`src/rtl/arm_defs.sv`:
```
// arm_defs: shared ALU command encodings and NZCV bit positions
package arm_defs;
  localparam logic [3:0] EXE_MOV = 4'b0001;
  localparam logic [3:0] EXE_MVN = 4'b1001;
  localparam logic [3:0] EXE_ADD = 4'b0010;
  localparam logic [3:0] EXE_ADC = 4'b0011;
  localparam logic [3:0] EXE_SUB = 4'b0100;
  localparam logic [3:0] EXE_SBC = 4'b0101;
  localparam logic [3:0] EXE_AND = 4'b0110;
  localparam logic [3:0] EXE_ORR = 4'b0111;
  localparam logic [3:0] EXE_EOR = 4'b1000;
  localparam int N_BIT = 3;
  localparam int Z_BIT = 2;
  localparam int C_BIT = 1;
  localparam int V_BIT = 0;
endpackage

```
`src/rtl/exe_alu.sv`:
```
// exe_alu: combinational ALU producing result and NZCV
module exe_alu
  import arm_defs::*;
#(
  parameter int DW = 32
) (
  input  logic [DW-1:0] val1,
  input  logic [DW-1:0] val2,
  input  logic [3:0]    exe_cmd,
  input  logic          c_in,
  input  logic          v_in,
  output logic [DW-1:0] result,
  output logic [3:0]    nzcv
);
  logic          arith;
  logic          sub;
  logic          cin;
  logic [DW-1:0] b;
  logic [DW:0]   sum;
  always_comb begin
    arith = exe_cmd inside {EXE_ADD, EXE_ADC, EXE_SUB, EXE_SBC};
    sub   = exe_cmd inside {EXE_SUB, EXE_SBC};
    cin   = exe_cmd == EXE_SUB ? 1'b1 : exe_cmd == EXE_ADD ? 1'b0 : c_in;
    b     = sub ? ~val2 : val2;
    sum   = {1'b0, val1} + {1'b0, b} + {{DW{1'b0}}, cin};
    result = arith                ? sum[DW-1:0] :
             exe_cmd == EXE_MOV   ? val2 :
             exe_cmd == EXE_MVN   ? ~val2 :
             exe_cmd == EXE_AND   ? val1 & val2 :
             exe_cmd == EXE_ORR   ? val1 | val2 :
             exe_cmd == EXE_EOR   ? val1 ^ val2 : '0;
    nzcv[N_BIT] = result[DW-1];
    nzcv[Z_BIT] = result == '0;
    nzcv[C_BIT] = arith ? sum[DW] : c_in;
    nzcv[V_BIT] = arith ? (val1[DW-1] == b[DW-1]) && (sum[DW-1] != val1[DW-1]) : v_in;
  end
endmodule

```
`src/rtl/exe_stage.sv`:
```
// exe_stage: execute stage with status register, branch adder and EX/MEM register
module exe_stage
  import arm_defs::*;
#(
  parameter int DW = 32
) (
  input  logic          clk,
  input  logic          rst_n,
  input  logic          freeze,
  input  logic          flush,
  input  logic          in_valid,
  input  logic [3:0]    exe_cmd,
  input  logic          s_bit,
  input  logic          b_bit,
  input  logic          wb_en,
  input  logic          mem_r_en,
  input  logic          mem_w_en,
  input  logic [DW-1:0] val1,
  input  logic [DW-1:0] val2,
  input  logic [DW-1:0] val_rm,
  input  logic [3:0]    dest,
  input  logic [DW-1:0] pc,
  input  logic [23:0]   imm24,
  output logic [3:0]    status,
  output logic          branch_taken,
  output logic [DW-1:0] br_addr,
  output logic          mem_valid,
  output logic [DW-1:0] mem_alu_res,
  output logic [DW-1:0] mem_val_rm,
  output logic [3:0]    mem_dest,
  output logic          mem_wb_en,
  output logic          mem_r_en_o,
  output logic          mem_w_en_o
);
  logic [DW-1:0] alu_res;
  logic [3:0]    alu_nzcv;
  logic          live;
  exe_alu #(.DW(DW)) u_alu (
    .val1    (val1),
    .val2    (val2),
    .exe_cmd (exe_cmd),
    .c_in    (status[C_BIT]),
    .v_in    (status[V_BIT]),
    .result  (alu_res),
    .nzcv    (alu_nzcv)
  );
  assign live         = in_valid & ~flush;
  assign branch_taken = live & b_bit & ~freeze;
  assign br_addr      = pc + {{(DW-26){imm24[23]}}, imm24, 2'b00};
  always_ff @(posedge clk or negedge rst_n) begin
    if (!rst_n) status <= '0;
    else if (live && s_bit && !freeze) status <= alu_nzcv;
  end
  always_ff @(posedge clk or negedge rst_n) begin
    if (!rst_n) begin
      mem_valid   <= 1'b0;
      mem_alu_res <= '0;
      mem_val_rm  <= '0;
      mem_dest    <= '0;
      mem_wb_en   <= 1'b0;
      mem_r_en_o  <= 1'b0;
      mem_w_en_o  <= 1'b0;
    end else if (!freeze) begin
      mem_valid   <= live;
      mem_alu_res <= alu_res;
      mem_val_rm  <= val_rm;
      mem_dest    <= dest;
      mem_wb_en   <= wb_en & live;
      mem_r_en_o  <= mem_r_en & live;
      mem_w_en_o  <= mem_w_en & live;
    end
  end
endmodule

```
`config.mk`:
```
export PLATFORM = sky130hd
export DESIGN_NAME = exe_stage
export DESIGN_NICKNAME = d
export VERILOG_FILES = /design/src/rtl/arm_defs.sv /design/src/rtl/exe_alu.sv /design/src/rtl/exe_stage.sv
export SDC_FILE = /design/constraint.sdc
export NUM_CORES = 1
export LEC_CHECK = 0
export CORE_MARGIN = 4
export CORE_UTILIZATION = 49
export CTS_BUF_LIST = sky130_fd_sc_hd__clkbuf_4 sky130_fd_sc_hd__clkbuf_8
export CTS_CLUSTER_DIAMETER = 60
export CTS_CLUSTER_SIZE = 20
export DETAILED_ROUTE_END_ITERATION = 8
export GPL_TIMING_DRIVEN = 0
export PLACE_DENSITY = 0.84
export SYNTH_ARGS = -nofsm -noshare
export SYNTH_HDL_FRONTEND = slang
export SYNTH_SLANG_ARGS = --single-unit
```
`constraint.sdc`:
```
create_clock -name clk -period 4.25 [get_ports clk]
set_input_delay 0.85 -clock clk [delete_from_list [all_inputs] [get_ports clk]]
set_output_delay 0.85 -clock clk [all_outputs]
set_load 0.05 [all_outputs]
```
---- Word level (Yosys, flattened, before mapping) ----
Index checks and enable logic that the tools add are counted.
cells by class
  $add $sub $neg .......................... 3
  equality and inequality tests ........... 11
  mux-type cells .......................... 9
  bitwise logic cells ..................... 12
  reduce and logical (&&, ||, !) cells .... 8
operator list
  cell                                           number
  2-to-1 mux 32 bit                              7
  adder 32 x 32 -> 33 bit                        1
  adder 33 x 1 -> 33 bit                         1
  adder 32 bit                                   1
  AND 32 bit                                     1
  zero test 32 bit                               1
  inverter 32 bit                                1
  OR 32 bit                                      1
  XOR 32 bit                                     1
  == test 4 x 3 -> 1 bit, second input constant  4
  == test 4 x 2 -> 1 bit, second input constant  2
  == test 4 bit, second input constant           2
  AND 1 bit                                      6
  == test 4 x 1 -> 1 bit, second input constant  1
  nonzero test 4 bit                             1
  logical AND 1 bit                              3
  2-to-1 mux 1 bit                               2
  inverter 1 bit                                 2
  AND reduction 2 bit                            1
  nonzero test 2 bit                             1
  == test 1 bit                                  1
  zero test 1 bit                                1
  inequality test 1 bit                          1
storage, ports and cells
  register bits after elaboration ......... 76
  input bits .............................. 170
  output and inout port bits .............. 109
  word-level logic and storage cells ...... 52

---- Depth between registers and ports, before layout ----
  word-level depth ........................ 8
  depth in mapped cells ................... 22
  mapped depth without buffers ............ 17

---- Cells and area by module ----
A second synthesis with hierarchy kept.
unflattened totals
  cells, all modules ...................... 1120
  area total of the unflattened synthesis .. 9555.4 um2
modules (own cells, without submodules)
  module     times used  cells each  area an instance (um2)  sequential area each (um2)
  exe_alu    1           729         5137.4                  0.0
  exe_stage  1           391         4418.0                  1901.8

---- Least setup slack after synthesis ----
Ideal clock, no wire load.
  path type ............................... in2reg
  start point ............................. input port exe_cmd[0]
  end point ............................... register status[2]
  library setup time ...................... 0.103 ns
  data arrival time ....................... 5.355 ns
  required time ........................... 4.147 ns
  setup slack ............................. -1.208 ns
  cell stages on the path ................. 20
  path buffers ............................ 5
  path through ............................ buf_2 -> clkbuf_1 -> clkbuf_1 -> clkbuf_1 -> clkbuf_1 -> or3_1 -> a21oi_1 -> fa_1 -> fa_1 -> nor2b_1 -> o21ai_1 -> a211oi_1 -> o21ai_2 -> a211oi_1 -> o21ai_0 -> mux2i_1 -> a211o_1 -> nor4b_2 -> nand4_1 -> o41ai_2
on the way
  longest elaborated chain between the ends .. 8
  elaborated cells between the ends (all ways) .. 23
  classes of those cells .................. add/sub: 2; eq/ne: 9; mux: 9; reduce/logical: 3
ends and longest elaborated chain
  item                                                                             line             RTL
  from (decl)                                                                      exe_stage.sv:12  input logic [3:0] exe_cmd,
  parallel branches: the longest is 6 deep, another holds adder 32 x 32 -> 33 bit  n/a
  2-to-1 mux 32 bit *                                                              exe_alu.sv:26    result = arith ? sum[DW-1:0] :
  zero test 32 bit *                                                               exe_alu.sv:33    nzcv[Z_BIT] = result == '0;
  to (signal assigned)                                                             exe_stage.sv:52  else if (live && s_bit && !freeze) status <= alu_nzcv;
  to (decl)                                                                        exe_stage.sv:24  output logic [3:0] status,
Every way passes the cells marked *.
A chain may end at the register's enable or synchronous reset.

---- Final worst setup path ----
  start point ............................. input port exe_cmd[1]
  end point ............................... register status[2]
The elaborated chain is that of the path after synthesis.

==> impl_metrics.py <==
metrics = {
    "run_status": {
        "status": "finished with violations",
        "violations": "negative setup slack",
    },
    "global_route": {
        "grt_max_degree": 61,
        "antenna_found_initial": 1,
        "grt_pass1_wl_um": 50200,
        "grt_usage_pct": 30.8,
        "first_global_vias": 9652,
        "grt-ovfl-total": 0,
    },
    "clocking": {
        "root_buffer": "clkbuf_8",
        "cts_buffers": 9,
        "clock_sinks": 76,
        "clockBufferDepth": 2,
        "cts_tree": "done",
        "h-tree-depth": 3,
        "clk_latency_ps": 360,
        "path_clk_slew_ps": 80,
    },
    "pwr": {
        "powerDensity_nw_per_um2": 286,
        "pwr-share-seq_pct": 22.6,
        "p_comb_share_pct": 62.7,
        "leakage_nw": 5.93,
        "p_sw_mw": 1.76,
        "p_int_mw": 2.10,
        "switching_share_pct": 45.6,
        "peakVddDrop_v": 0.000321,
        "clockPowerShare_pct": 14.6,
    },
    "synth": {
        "synth_top_cell_by_area": "dfrtp_1",
        "ys_seq_elements": 76,
        "yosys_warnings": 0,
        "synth_cell_types": 82,
        "synth_top_area_share_pct": 21.3,
        "synth_edf_count": 0,
        "synth.avg_cell_area_um2": 8.42,
        "synth_fp_nets": 1355,
        "async_flop_share_pct": 100,
        "synth_ff_type": "dfrtp_1",
        "ys_seq_area_share_pct": 21.3,
        "syn_area_um2": 8910,
        "yosys-top-cells-area": "dfrtp_1 21%, ha_1 17%, mux2_2 6.7%",
        "postSynthCellCount": 1058,
    },
    "timing": {
        "worst_slack_ps": -262,
        "slew_viol_final": 0,
        "final.setup_skew_ps": 6.30,
        "period_share_pct": 106,
        "holdWs_ps": 351,
        "slew_headroom_pct": 7.63,
        "timing.fmax_mhz": 222,
        "rsz0062_at_grt": "yes",
        "worst_slew_pin_slew_ps": 1380,
        "timing.final.crit_period_ps": 4510,
        "setup_tns_ps": -302,
        "final_hold_viol_count": 0,
        "setup_viol": 3,
    },
    "cells_and_area": {
        "multi_input_area_um2": 7190,
        "syn2layout_area_growth_pct": 51.3,
        "regArea_um2": 1900,
        "finish.utilization_pct": 75.3,
        "design_area_um2": 13500,
        "drive_gt1_share_pct": 20.2,
        "final_cells": 1630,
        "nNetsFinal": 1692,
        "fillCellCount": 1190,
    },
    "min_path": {
        "worstHoldPathType": "in -> async",
    },
    "setup_path": {
        "crit_path_start_kind": "input pin",
        "crit_arrival_ps": 4770,
        "crit_chain": "buf_12, buf_8, buf_12, nor2_4, buf_8, xnor2_4, fa_2, fa_2, nor2b_4, o21ai_4, a211oi_4, o21ai_4, a211oi_4, o21ai_2, mux2i_1, a211o_1, nor4b_4, nand4_1, o41ai_2",
        "slowest_delay_ps": 400,
        "critPathTopFamily": "compound AO/OA/AOI/OAI gates",
        "path_buf_inv": 4,
        "crit_path_max_fanout": 6,
        "slowest_stage": "fa_2",
        "worstSetupPathType": "in -> reg",
        "cp.required_ps": 4510,
        "worstSetupEndpointType": "register",
    },
    "floorplan": {
        "fp-row-count": 49,
        "core_um2": 17900,
        "initial_core_util_pct": 49.8,
        "die_w_um": 143,
        "io_pins": 279,
        "dieArea_um2": 20400,
        "die_height_um": 143,
    },
    "drt": {
        "route.detailed.drc": 0,
        "vias_per_cell": 6.09,
        "drt_iter0_drc": 876,
        "wl_per_cell_um": 21.4,
        "vias": 9931,
        "wl_um": 34800,
        "ant_nets": 0,
        "drt-pass1-iter-count": 5,
    },
    "job": {
        "cap_violations": 0,
    },
    "placed_design": {
        "numPortBuffers": 275,
        "post-dp-hpwl_um": 24600,
        "dp_cells": 1563,
        "routabilityCongestion": 0.957,
        "dpl_cell_area_um2": 12200,
    },
}
synth_stat cells, types with 3 or more instances:
library cell and instances:
mux2_2 53, o22ai_1 36, a221oi_1 5, a21o_1 28, and3_1 3, ha_1 124, nand3_1 12, or3_1 6
a21boi_0 4, a31o_2 4, xnor2_1 68, o22a_1 3, xor2_1 23, o31ai_1 7, fa_1 3, nand2b_1 10
o211ai_1 18, a21oi_1 75, nand3b_1 5, inv_1 83, clkbuf_1 31, a211oi_1 14, o21ai_0 60, nand4_1 10
o2111ai_1 3, a2111oi_0 4, nand2_1 84, buf_2 9, or2_2 5, nor3_1 8, buf_1 7, a31oi_1 6
nor2_1 48, o21bai_1 5, dfrtp_1 76, nor2b_1 5, and2_1 9, o221ai_1 3, mux2i_1 8, buf_4 4
o21ai_2 3, nor3b_1 4, o21a_1 14, a22oi_1 19
final cells by class:
| cell class | instances | share of cell area (%) |
|---|---|---|
| Clock buffer | 16 | 1.54 |
| Antenna cell | 1 | 0.0186 |
| Inverter | 83 | 2.31 |
| Multi-Input combinational cell | 847 | 53.4 |
| Sequential cell | 76 | 14.1 |
| Tap cell | 229 | 2.13 |
| Timing Repair Buffer | 339 | 24.6 |
| Buffer | 39 | 1.96 |
per-layer routing:
layer / global-route usage (%) / up-vias / wire (µm)
li1: - / 4520 / -
met1: 37.3 / 4773 / 13400
met2: 54.2 / 507 / 17200
met3: 5.39 / 131 / 2600
met4: 12.1 / 0 / 1730
met5: 0 / - / 0
cells by family (layout without fill, tap and decap cells):
family                     count (synthesis)  count (layout)  synth area share (%)
xor gates and xnor gates                  92              92                  9.13
muxes                                     61              61                  7.60
other                                      0               1                     0
DFF                                       76              76                  21.3
AOI/OAI and AO/OA                        340             340                  25.2
and+or+nand+nor                          227             227                  12.6
adders and majority gates                127             127                  18.1
buffers and inverters                    135             477                  6.07
stage by stage:
step	total power, mW	setup WS [ps]
3_5_place_dp	3.06	-1950
5_1_grt	4.02	-361
2_1_floorplan	2.30	-516
6_report	3.86	-262
4_1_cts	3.73	-265
3_3_place_gp	3.02	-1900
state kept, by name, summed over array words and instances, names as in the netlist:
signal       cells
mem_alu_res     32
mem_dest         4
mem_r_en_o       1
mem_val_rm      32
mem_valid        1
mem_w_en_o       1
mem_wb_en        1
status           4
cell usage in the layout (no fill, tap or decap), drive strengths merged, types with 46 or more instances in the layout:
cell,n
clkdlybuf4s50,221
ha,124
buf,98
nand2,84
inv,83
dfrtp,76
a21oi,75
xnor2,69
o21ai,65
mux2,53
nor2,49
clkbuf,46
power groups by stage:
stage	Combinational, mW	Clock (mW)	Sequential (mW)
after floorplan	1.10	0	1.20
after global placement	2.14	0	0.878
after detailed placement	2.18	0	0.883
after CTS	2.29	0.572	0.871
after global routing	2.54	0.597	0.883
final	2.42	0.564	0.874
final timing paths:
path	to	slack (ps)	depth (start not counted)	start
setup reg to reg	status[2]	120	16	status[1]
min in group clk	status[3]	490	2	status[3]
max in group asynchronous	mem_alu_res[5]	3320	2	rst_n
hold reg to reg	status[3]	490	2	status[3]
hold / removal	mem_val_rm[19]	350	1	rst_n
setup / recovery	status[2]	-260	19	exe_cmd[1]
repair_timing:
item / 4_1_cts / 5_1_grt
pin swaps: 65 / 66
buffers inserted: 36 / 25
endpoints found under the setup margin: 57 / 26
resized for setup: 228 / 80
cloned: 1 / 1
endpoints found under the hold margin: 0 / 0
hold buffers: 0 / 0
(Power assumes the default switching activity.)
==> RTL change 1 (same settings) <==
`DW` is set to 32 in 2 places; all go to 48.
--- a/src/rtl/exe_alu.sv
+++ b/src/rtl/exe_alu.sv
@@ -3,5 +3,5 @@
   import arm_defs::*;
 #(
-  parameter int DW = 32
+  parameter int DW = 48
 ) (
   input  logic [DW-1:0] val1,
--- a/src/rtl/exe_stage.sv
+++ b/src/rtl/exe_stage.sv
@@ -3,5 +3,5 @@
   import arm_defs::*;
 #(
-  parameter int DW = 32
+  parameter int DW = 48
 ) (
   input  logic          clk,
Interface: changed (7 resized); port bits go from 279 to 391. The function was not compared with the original's and may differ.
==> RTL change 1 against the original RTL <==
  * The run still ends with negative setup slack left
  * Routed wire length up 86%
  * Worst setup slack got worse by 0.56 ns
  * Sequential cell count is 32 higher
  * Non-clock buffer count increased by 214
  * Power up 57%
  * Synthesized area rose by 52%
  * Clock power grew 31%
  * Cell area grew 53%
  * Hold slack better by 0.12 ns
  * Critical path type unchanged
  * Largest cell class unchanged
  * Largest power group unchanged
  * Highest routed layer is now met5
==> RTL change 1: results (changes against the original RTL) <==
* Yosys top cell area share at 20.0% (was 21.3%)
* Total via count after detailed routing at 16100 (was 9931)
* Final-layout setup total negative slack at -10.20 ns (was -0.302 ns)
* Number of distinct library cell variants in the gate-level netlist after synthesis at 86 (was 82)
* Worst-Skew Late Latency at 0.43 ns (was 0.36 ns)
* Number of vias per cell after detailed routing at 6.49 (was 6.09)
* GR Util All Layers at 38.6% (was 30.8%)
* CP max-delay cell: nor4b_4 (was fa_2)
* Most frequent cells after synthesis: ha_1 (188), a21oi_1 (132), inv_1 (125) (was ha_1 (124), nand2_1 (84), inv_1 (83))
* Uppermost signal routing layer after detailed routing: met5 (was met4)
* Share of synthesized area occupied by flip-flops and latches at 20.0% (was 21.3%)
* Antenna violations before repair at 6 (was 1)
* Slew Limit Headroom at 29.9% (was 7.63%)
* Total Nets Final at 2554 (was 1692)
* Data arrival at the endpoint of the critical path at 5.40 ns (was 4.77 ns)
* Maximum resistive drop on vdd at 0.277 mV (was 0.321 mV)
* Average wire per standard cell at 26.2 um (was 21.4 um)
* DP Cell Count at 2347 (was 1563)
* Setup Slack @ Placement at -2.55 ns (was -1.95 ns)
* Global-route track usage on met3 at 9.74% (was 5.39%)
* Amount of wire on met2 after detailed routing at 29100 um (was 17200 um)
* Violated checks: negative setup slack (unchanged)
* Number of clock buffers inserted by TritonCTS at 9 (unchanged)
* Wire length of the first global-routing pass at 91900 um (was 50200 um)
* Setup Skew at 0.0211 ns (was 0.00630 ns)
* Highest cell delay on the worst timing path at 0.45 ns (was 0.40 ns)
* Sum of met3 wire segment lengths after detailed routing at 7900 um (was 2600 um)
* Pin count of the biggest net entering global routing at 59 (was 61)
* Kind of cell adding the most delay to the critical path: simple AND/OR/NAND/NOR gates (was compound AO/OA/AOI/OAI gates)
* Die X at 174 um (was 143 um)
* Final setup violating endpoints at 30 (was 3)
* Static Leak at 0.00910 uW (was 0.00593 uW)
* Share of cells above drive strength 1 at 24.2% (was 20.2%)
* Largest registers: mem_alu_res: 48 flops, mem_val_rm: 48 flops (was mem_alu_res: 32 flops, mem_val_rm: 32 flops)
* Met2 demand-to-capacity share in global routing at 62.3% (was 54.2%)
* Last weighted congestion value of the routability-driven placer at 1.02 (was 0.957)
* Result of the run: finished with violations (unchanged)
* Post-CTS clock slew at the launch and capture registers of the worst setup and hold paths at 0.15 ns (was 0.08 ns)
* Number of port buffers at 386 (was 275)
* Final WS setup at -0.825 ns (was -0.262 ns)
* Worst-case reg-to-reg path depth at 17 (was 16)
* Met1 demand-to-capacity share in global routing at 47.4% (was 37.3%)
* Number of iterations in the first detailed-routing pass at 8 (was 5)
## RTL change 1: changes by cell type after synthesis, sizes merged, moves of 15 or more
cell and delta:
nor2 +38, xnor2 +40, o21ai +46, inv +43, o22ai -16, a221o +15, nand2 +22, clkbuf +27
mux2 +34, a21o +19, ha +64, a21oi +60, dfrtp +32
## RTL change 1: cell type report
class | count | area (um2)
inverter | 126 | 473
antenna | 6 | 15.0
clock inverter | 7 | 90.1
tap | 341 | 427
multi-input combinational | 1292 | 11400
sequential | 108 | 2700
fill | 1766 | 6410
timing repair buffer | 506 | 4870
clock buffer | 9 | 124
buffer | 86 | 519
## RTL change 1: report_power, final
part / switching [uW] / internal, uW / total, uW
clock: 499 / 242 / 741
combinational: 2450 / 1590 / 4040
sequential: 90.1 / 1170 / 1260
total: 3040 / 3000 / 6040
## RTL change 1: final timing paths
check / endpoint / slack, ns / from
worst max-delay path: status[2] / -0.82 / exe_cmd[3]
worst min-delay path: mem_alu_res[38] / 0.47 / rst_n
max in group asynchronous: mem_alu_res[9] / 2.96 / rst_n
min in group clk: mem_valid / 0.50 / mem_valid
worst min register to register: mem_valid / 0.50 / mem_valid
worst max register to register: status[2] / -0.42 / status[1]
## RTL change 1: kinds of logic (layout without fill, tap and decap cells)
logic type,after synthesis,count (layout),share of synthesized area (%)
compound gates,519,519,25.6
simple gates,336,336,12.4
buf+inv,219,734,6.49
fa+ha+maj,191,191,17.9
xor+xnor,146,146,9.52
flops,108,108,20.0
mux,100,100,8.21
other cells,0,6,0
## RTL change 1: what timing repair did
action,4_1_cts,5_1_grt
pin swaps,110,79
setup buffers,78,43
resized for setup,473,105
setup endpoints to repair,86,53
hold buffers,0,0
==> RTL change 2 (config.mk and constraints unchanged) <==
Without the edit above. Add an input register stage for `s_bit`, cleared by the reset; this delays it by one clock. The other inputs are not delayed to match.
--- a/src/rtl/exe_stage.sv
+++ b/src/rtl/exe_stage.sv
@@ -33,4 +33,15 @@
   output logic          mem_w_en_o
 );
+
+  logic s_bit_q;
+
+  always_ff @(posedge clk or negedge rst_n) begin
+    if (!rst_n) begin
+      s_bit_q <= '0;
+    end else begin
+      s_bit_q <= s_bit;
+    end
+  end
+
   logic [DW-1:0] alu_res;
   logic [3:0]    alu_nzcv;
@@ -50,5 +61,5 @@
   always_ff @(posedge clk or negedge rst_n) begin
     if (!rst_n) status <= '0;
-    else if (live && s_bit && !freeze) status <= alu_nzcv;
+    else if (live && s_bit_q && !freeze) status <= alu_nzcv;
   end
   always_ff @(posedge clk or negedge rst_n) begin
Check against the original RTL: not equivalent (a bounded check fails within 4 cycles, from zero or initial values and one cycle with rst_n low).
==> RTL change 2 against the original RTL <==
  * The flow still finishes with violations (negative setup slack)
  * Worst setup slack improved by 0.059 ns
  * Final cell count rose by 0.18%
  * Sequential cell count rose by 1
  * Cell area rose by 0.35%
  * Routed wire length rose by 3.0%
  * Clock skew fell by 0.00080 ns
  * Sequential share of layout area rose by 0.14 points
  * Synthesized area rose by 0.28%
  * Power fell by 0.84%
  * Highest routed layer unchanged
==> RTL change 2: results (changes against the original RTL) <==
* Result of the run: finished with violations (unchanged)
* Violated checks: negative setup slack (unchanged)
* Final setup violating endpoints at 11 (was 3)
* Most frequent cells after synthesis: ha_1 (124), nand2_1 (84), inv_1 (83) (unchanged)
* Total Nets Final at 1695 (was 1692)
* Arithmetic-cell share of the synthesized area counting full adders, half adders and majority gates at 18.0% (was 18.1%)
* Number of DRC violations after detailed-routing iteration 0 at 1030 (was 876)
* Average wire per standard cell at 22.0 um (was 21.4 um)
* GR Util All Layers at 31.9% (was 30.8%)
* Static Leak at 0.00595 uW (was 0.00593 uW)
* Cell types with the largest area share after synthesis: dfrtp_1 (22%), ha_1 (17%), mux2_2 (6.7%) (was dfrtp_1 (21%), ha_1 (17%), mux2_2 (6.7%))
* Wire length of the first global-routing pass at 52100 um (was 50200 um)
* Worst-Margin Slew at 1.29 ns (was 1.38 ns)
* Last weighted congestion value of the routability-driven placer at 0.972 (was 0.957)
* Type of the most critical hold path: in -> async (unchanged)
* Share of the synthesized netlist area taken by xor and xnor gates at 9.10% (was 9.13%)
* Final Non-Filler Cells at 1633 (was 1630)
* Total via count after detailed routing at 10100 (was 9931)
* Final WS setup at -0.202 ns (was -0.262 ns)
* Pin count of the biggest net entering global routing at 68 (was 61)
* Post-detailed-placement half-perimeter wirelength at 25000 um (was 24600 um)
* Share of synthesized area occupied by flip-flops and latches at 21.6% (was 21.3%)
* Maximum resistive drop on vdd at 0.369 mV (was 0.321 mV)
* Critical path origin: exe_cmd[2] (was exe_cmd[1])
* Share of cells above drive strength 1 at 20.9% (was 20.2%)
* Number of iterations in the first detailed-routing pass at 6 (was 5)
* Cells after synthesis at 1059 (was 1058)
* Crit Path Max Fanout at 5 (was 6)
* Mux contribution to synthesized area at 7.58% (was 7.60%)
RTL change 2: how the worst min path moves through the flow:
| stage | start | to | slack (ns) |
|---|---|---|---|
| final | rst_n | mem_alu_res[30] | 0.33 |
| after global routing | rst_n | mem_alu_res[30] | 0.31 |
| after CTS | rst_n | mem_val_rm[13] | 0.32 |
| after detailed placement | status[2] | status[2] | 0.46 |
| after global placement | status[3] | status[3] | 0.46 |
| after floorplan | status[0] | status[0] | 0.45 |
RTL change 2: cell type report:
type	instances	area (um2)
Clock buffer	10	138
Multi-Input combinational cell	847	7240
Timing Repair Buffer	341	3300
Clock inverter	6	38.8
Buffer	39	288
Antenna cell	1	2.50
Inverter	83	312
Fill cell	1195	4430
Sequential cell	77	1930
Tap cell	229	287
RTL change 2: report_power, final:
group	total, uW	switching, uW	internal (uW)
clock	495	269	225
combinational	2450	1470	985
sequential	881	55.2	826
RTL change 2: cells by family (layout without fill, tap and decap cells):
logic type | Yosys count | after routing
compound gates | 340 | 340
xor+xnor | 92 | 92
fa+ha+maj | 127 | 127
buf+inv | 135 | 479
flops | 77 | 77
mux | 61 | 61
other cells | 0 | 1
simple gates | 227 | 227
RTL change 2: repair_timing:
item / CTS / global route
gates resized for setup: 262 / 52
cloned: 2 / 0
setup buffers: 47 / 16
pin swaps: 77 / 48
endpoints found under the setup margin: 57 / 22
RTL change 2: critical path, cell delays in order:
cell and delay (ns):
buf_8 0.10, buf_6 0.12, nand2b_4 0.08, nor2_4 0.04, buf_8 0.13, buf_4 0.14, buf_12 0.12, buf_4 0.14
xnor2_1 0.12, ha_1 0.37, o21a_1 0.16, o21a_1 0.11, o41a_1 0.35, o21ai_4 0.15, o31a_4 0.40, o21ai_2 0.18
mux2i_2 0.28, nor2_1 0.08, nor4b_2 0.34, nand4_1 0.15, o41ai_2 0.28
RTL change 2: metal layers:
metal | vias to the layer above | wire length, um | global-route usage [%] | share of wire [%]
met4 | 0 | 1880 | 12.8 | 5.2
li1 | 4515 | - | - | -
met1 | 4802 | 13100 | 38.4 | 37
met5 | - | 0 | 0 | 0
met2 | 622 | 17900 | 56.4 | 50
met3 | 164 | 2990 | 5.43 | 8.3
RTL change 2: through the flow:
step	utilization, %	setup slack, ns	cell area, um2	total power [uW]	TNS [ns]
finish	75.3	-0.202	13500	3830	-0.813
global route	75.3	-0.237	13500	4000	-1.98
CTS	73.7	-0.0598	13200	3710	-0.153
detailed placement	68.0	-1.97	12200	3070	-55.23
global placement	67.9	-1.89	12200	3030	-77.76
floorplan	-	-0.516	9150	2310	-0.832
